<file path="src/rtl/washer_phase_timer.sv">
// Phase timer for the washer controller: a prescaled seconds counter with one
// registered, monotonic "phase done" flag per phase threshold.
module washer_phase_timer #(
   parameter int TICK_DIV = 50_000_000,
   parameter int PW       = 26,
   parameter int CNT_W    = 8,
   parameter int FILL_T   = 30,
   parameter int WASH_T   = 120,
   parameter int DRAIN_T  = 30,
   parameter int RINSE_T  = 60,
   parameter int SPIN_T   = 90
) (
   input  logic             clk,
   input  logic             reset,
   input  logic             R,
   input  logic             pause,
   output logic             Tf,
   output logic             Tw,
   output logic             Td,
   output logic             Tr,
   output logic             Ts,
   output logic             tick,
   output logic [CNT_W-1:0] secs
);

   localparam int NPH = 5;
   localparam logic [PW-1:0]    PRESC_MAX = PW'(TICK_DIV - 1);
   localparam logic [CNT_W-1:0] SECS_MAX  = '1;
   // Flag index order: 0 fill, 1 wash, 2 drain, 3 rinse, 4 spin.
   localparam logic [NPH-1:0][CNT_W-1:0] THRESH = {
      CNT_W'(SPIN_T), CNT_W'(RINSE_T), CNT_W'(DRAIN_T), CNT_W'(WASH_T), CNT_W'(FILL_T)
   };

   logic [PW-1:0]    presc_reg, presc_next;
   logic [CNT_W-1:0] secs_reg, secs_next, secs_count;
   logic [NPH-1:0]   flag_reg, flag_next, flag_count;
   logic             tick_reg, tick_next;
   logic             wrap;

   assign wrap       = (presc_reg == PRESC_MAX);
   assign secs_count = (wrap && (secs_reg != SECS_MAX)) ? secs_reg + 1'b1 : secs_reg;

   // Flags compare against the post-increment value so they rise on the same
   // edge the counter reaches the threshold.
   generate
      for (genvar gi = 0; gi < NPH; gi++) begin : g_flag
         assign flag_count[gi] = (secs_count >= THRESH[gi]);
      end
   endgenerate

   always_comb begin
      presc_next = presc_reg;
      secs_next  = secs_reg;
      flag_next  = flag_reg;
      tick_next  = 1'b0;
      if (R) begin
         presc_next = '0;
         secs_next  = '0;
         flag_next  = '0;
      end else if (!pause) begin
         presc_next = wrap ? '0 : presc_reg + 1'b1;
         secs_next  = secs_count;
         flag_next  = flag_count;
         tick_next  = wrap;
      end
   end

   always_ff @(posedge clk) begin
      if (reset) begin
         presc_reg <= '0;
         secs_reg  <= '0;
         flag_reg  <= '0;
         tick_reg  <= 1'b0;
      end else begin
         presc_reg <= presc_next;
         secs_reg  <= secs_next;
         flag_reg  <= flag_next;
         tick_reg  <= tick_next;
      end
   end

   assign Tf   = flag_reg[0];
   assign Tw   = flag_reg[1];
   assign Td   = flag_reg[2];
   assign Tr   = flag_reg[3];
   assign Ts   = flag_reg[4];
   assign tick = tick_reg;
   assign secs = secs_reg;

endmodule

</file>
<file path="config.mk">
export PLATFORM = sky130hd
export DESIGN_NAME = washer_phase_timer
export DESIGN_NICKNAME = d
export VERILOG_FILES = /design/src/rtl/washer_phase_timer.sv
export SDC_FILE = /design/constraint.sdc
export NUM_CORES = 1
export LEC_CHECK = 0
export ABC_AREA = 1
export CAP_MARGIN = 20
export CORE_MARGIN = 4
export CORE_UTILIZATION = 57
export DETAILED_ROUTE_END_ITERATION = 10
export GPL_TIMING_DRIVEN = 0
export PLACE_DENSITY = 0.78
export SLEW_MARGIN = 20
export SYNTH_ARGS = -nofsm -noshare
export SYNTH_HDL_FRONTEND = slang
export SYNTH_SLANG_ARGS = --single-unit
</file>
<file path="constraint.sdc">
create_clock -name clk -period 1.85 [get_ports clk]
set_input_delay 0.37 -clock clk [delete_from_list [all_inputs] [get_ports clk]]
set_output_delay 0.37 -clock clk [all_outputs]
set_load 0.05 [all_outputs]
</file>
* Word-level counts from Yosys, hierarchy flattened
Cells that the tools add are included.
** Storage, ports and cells
- Bits in registers :: 40
- Bits in latches :: 0
- RAM bits :: 0
- Memory bits (read-only) :: 0
- Input port bits :: 4
- Output and inout bits :: 14
- Logic and storage cells :: 17
- Memories :: 0
** Operators by class
- Add/sub/neg operators :: 2
- Multiply operators :: 0
- Div/mod/pow operators :: 0
- Magnitude comparators :: 4
- Equal/unequal tests :: 2
- Shifts and indexed selects :: 0
- Muxes and demuxes :: 2
- Bitwise gates (word level) :: 0
- Reduce and logical (&&, ||, !) cells :: 3
** Operators by type and width (count)
- adder 26 x 1 -> 26 bit, second input constant :: 1
- == test 26 bit, second input constant :: 1
- two-way mux 26 bit :: 1
- greater-or-equal comparator 8 x 7 -> 1 bit, second input constant :: 2
- adder 8 x 1 -> 8 bit, second input constant :: 1
- greater-or-equal comparator 8 x 5 -> 1 bit, second input constant :: 1
- greater-or-equal comparator 8 x 6 -> 1 bit, second input constant :: 1
- two-way mux 8 bit :: 1
- != test 8 bit, second input constant :: 1
- OR reduction 3 bit :: 1
- OR reduction 2 bit :: 1
- logical AND 1 bit :: 1

* Depth between registers and ports, before layout
- Depth in word-level cells :: 4
- Depth in mapped cells :: 13
- Depth with buffers taken out :: 13

* Worst setup path after synthesis
OpenSTA, ideal clock, no wires.
- Path type :: register to register
- Start :: reg secs_reg[0], in the netlist secs[0]
- End :: reg flag_reg[4]
- Library setup time :: 115 ps
- Data arrival time :: 1977 ps
- Required time :: 1735 ps
- Slack :: -242 ps
- Cell stages (with the launch flop) :: 13
- Path buffers :: 0
- Period minus slack after synthesis :: 2092 ps
- Cells stage by stage :: dfxtp_1 > ha_1 > nand3_2 > nor2_2 > nand3_2 > nand3_4 > nand2_1 > nand2_2 > nor2_4 > nand2_1 > nand2_1 > nor2_1 > nor2_1
** Between the ends
- Longest elaborated chain between the ends :: 4
- Elaborated cells on any way between the ends :: 5
- Classes of those cells :: add/sub (1); order compare (1); eq/ne (1); mux (1); reduce/logical (1)
** Ends and longest elaborated chain
- start, declared :: line 35 : logic [CNT_W-1:0] secs_reg, secs_next, secs_count;
- start signal, assigned :: line 76 : secs_reg <= secs_next;
- parallel branches: the longest is 2 deep, another holds adder 8 x 1 -> 8 bit
- two-way mux 8 bit * :: line 41 : assign secs_count = (wrap && (secs_reg != SECS_MAX)) ? secs_reg + 1'b1 : secs_reg;
- greater-or-equal comparator 8 x 7 -> 1 bit * :: line 47 : assign flag_count[gi] = (secs_count >= THRESH[gi]);
- end signal, assigned :: line 77 : flag_reg <= flag_next;
- end, declared :: line 36 : logic [NPH-1:0] flag_reg, flag_next, flag_count;
Every way passes the cells marked *.
A chain may end at the register's enable or synchronous reset.

* Worst setup path after layout
- Start :: reg secs_reg[1], in the netlist secs[1]
- End :: out secs[1]
** RTL lines
- end, declared :: line 23 : output logic [CNT_W-1:0] secs
No word-level cell between the ends.

==> metrics.md <==
| Metric | Value |
|---|---|
| Mapped Nets | approximately 330 |
| CTS buffer count | 5 |
| Hold WC Path Type | in -> reg |
| Count leader, synth | nand2_1 |
| Status | finished, final reports clean |
| EDFF count, synth | 0 |
| CTS clk-pin slew, worst paths | roughly 0.070 ns |
| Power, Total | 0.001503 W |
| First-pass GRT wire length | ~8500 µm |
| Critical Path RT | 1.48 ns |
| Share of cells above drive strength 1 | 0.1610 |
| DR iter-0 viols | 183 |
| Initial antenna violation count | 0 |
| Reg2Reg Launch Point | presc_reg[0] |
| Final HPWL DP | 3653 µm |
| Routed len/inst | approximately 13 µm |
| Power Density | between 500 and 600 mW/mm² |
| Post-route DRC | 0 |
| Final ANT Viol Nets | 0 |
| Row cnt | 22 |
| Hold Path Stages | 3 |
| Setup crit start kind | register |
| Final Hold Viols | 0 |
| RSZ-0062 raised after global routing | yes |
| Sequential area share after synthesis | 0.3547 |
| Synthesized area | roughly 0.0022 mm² |
| Pre-CTS setup slack | -0.1179 ns |
| CTS tree | yes |
| Fmax | approximately 550 MHz |
| Crit-path slowest cell | clkdlybuf4s50_1 |
| Top FF cell, synth | dfxtp_1 |
| Max Transition Viols Final | 0 |
| DIE AREA | 0.004920 mm² |
| Critical Path Start | secs[1] |
| Max FFs per register | 26 |
| Clock Tree Root | clkbuf_8 |
| CTS Buffer Depth | 2 |
| Critical path class | reg -> out |
| Hold buffer count at cts | 0 |
| Largest net degree at the start of global routing | 11 |
| Vias after detailed routing | approximately 2.2k |
| Largest area contributor in the netlist | dfxtp_1 |
| CTS sink cnt | 39 |
| Pleak | 1.022 nW |
| Slew margin rel. | 0.6390 |
| Worst-Margin Slew | 0.5415 ns |
| WP buf/inv | 1 |
| Synth Instances | between 300 and 400 |
| Nature of the critical path endpoint | primary output |
| Max cap viols | 0 |
| Total GRT Usage | 0.2108 |
| Final critical-path share of the clock period | 0.9882 |
| Ys Warns | 0 |
| Synth top area share | 0.3547 |
| Reg2reg setup slack | 0.12 ns |
| Num ports | 18 |
| Mean Syn Cell Area | between 6 and 7 µm² |
| Min-delay src | pause |
| WHS Endpoint | presc_reg[0] |
| WL final | ~5300 µm |
| Die Y | roughly 70 µm |
| Initial Util | 0.5967 |
| CP Max Fanout | 4 |
| Horiz. Die Dim | about 70 µm |
| Final nets | approximately 360 |
| Number of port buffers | 16 |
| Grt total ovfl | 0 |
| Final instance area | about 0.0026 mm² |
| Share of flip-flops with an asynchronous set or reset | 0 |
| H-tree depth | 2 |
| Mean number of vias per cell | around 5.4 |
| Vias in the first global route | about 1.9k |
| R2R Path End | flag_reg[4] |
| Worst vdd ir | 0.0004333 V |
| Final setup vio count | 0 |
| Crit-path cells | clkdlybuf4s50_1 |
| Clock Latency Late Sink | roughly 0.29 ns |
| Synth top cells by count | 59 x nand2_1, 49 x nor2_1, 45 x inv_1 |
| DRT Pass-1 Iters | 5 |
| Worst Path Arrival | ~1.5 ns |
| Skew final | just under 0.007 ns |
| Crit path largest cell delay | approximately 0.8 ns |
| Inserted Diodes | 0 |
| Area Growth Syn to Fin | 19.50% |
| Min Tclk post-route | 1.828 ns |
| Final WS setup | around 0.022 ns |
| Dpl cell area | ~0.0024 mm² |
| Synth area leaders | dfxtp_1 35%, nand2_1 10%, nor2_1 8.4%, inv_1 7.7%, nand3_1 4.5% |
| #FFs+latches synth | 39 |
| Post-synthesis cell type count | 33 |
| Area of the multi-input gates | 0.001300 mm² |
| Reg area | 793.3 µm² |
| Fill cells | between 300 and 400 |
| Worst path top cell family by delay | buffers and inverters |
| Gpl congestion | 0.8959 |
| Worst r2r path cells | 12 |
| Core Area | ~0.0037 mm² |
[worst reg2reg max path: cells and delay by family (launching register included)]
family / cells / cell delay (ns)
and+or+nand+nor: 11 / 1.12
DFF: 1 / 0.37
adders and majority gates: 1 / 0.14
[layer usage]
| metal | track usage | routed length (µm) | vias to the layer above |
|---|---|---|---|
| met1 | 0.2953 | 2329 | 995 |
| met2 | 0.3263 | 2540 | 77 |
| met3 | 0.03453 | 363 | 6 |
| met4 | 0.07447 | 65 | 0 |
| li1 | - | - | 1109 |
| met5 | 0 | 0 | - |
[power by group]
part | leakage [nW] | switching [W] | internal (W) | total [W]
sequential | 0.318 | 0.0000114 | 0.000846 | 0.000858
combinational | 0.667 | 0.0000813 | 0.0000372 | 0.000118
clock | 0.0371 | 0.000276 | 0.000251 | 0.000527
[worst max path at each step]
stage | endpoint | slack (ns) | cells past startpoint
2_1_floorplan | flag_reg[4] | 0.01 | 11
3_3_place_gp | secs[1] | -0.15 | 7
3_5_place_dp | secs[1] | -0.12 | 7
4_1_cts | secs[0] | 0.02 | 1
5_1_grt | flag_reg[4] | -0.05 | 13
6_report | secs[1] | 0.02 | 1
[what timing repair did]
item	4_1_cts	5_1_grt
gates cloned	0	1
hold endpoints to repair	0	0
pin swaps	0	7
setup endpoints to repair	7	30
gates resized for setup	7	23
setup buffers	0	4
[cell families after synthesis]
kind of cell / synth area share
simple gates: 0.3712
buf+inv: 0.09892
compound gates: 0.1194
flops: 0.3547
xor+xnor: 0.03979
fa+ha+maj: 0.01137
mux: 0.004548
[per-stage QoR]
| step | hold WS, ns | TNS, ns | instances | util |
|---|---|---|---|---|
| after CTS | 0.4471 | 0 | 397 | 0.6761 |
| after global routing | 0.5065 | -0.08103 | 402 | 0.7130 |
| after detailed placement | 0.4688 | -0.3200 | 391 | 0.6588 |
| after global placement | 0.4678 | -0.4323 | 391 | 0.6588 |
| final | 0.4624 | 0 | 402 | 0.7130 |
| after floorplan | 0.4385 | 0 | 327 | - |
[layout by cell type, fill, tap and decap left out, drive strengths merged]
| master | instances |
|---|---|
| nand2 | 67 |
| nor2 | 60 |
| inv | 49 |
| dfxtp | 39 |
| nand3 | 25 |
| a21oi | 18 |
| o21ai | 17 |
| nor3 | 16 |
| clkbuf | 9 |
| buf | 7 |
| clkdlybuf4s50 | 7 |
| dlygate4sd2 | 7 |
| xor2 | 6 |
| xnor2 | 4 |
| nand4 | 4 |
| nor4 | 2 |
| o21a | 2 |
| a31oi | 2 |
| a221oi | 2 |
| ha | 2 |
| dlymetal6s2s | 2 |
| mux2i | 1 |
| nor3b | 1 |
| a2bb2oi | 1 |
| o211a | 1 |
| o31ai | 1 |
| a41oi | 1 |
| o211ai | 1 |
[area by class of cell]
type	instances	share of cell area
Multi-Input combinational cell	234	0.4943
Sequential cell	39	0.3016
Timing Repair Buffer	20	0.07089
Inverter	49	0.06993
Clock buffer	6	0.02759
Tap cell	48	0.02284
Buffer	6	0.01284
No activity file was read; power rests on OpenSTA's default activity.
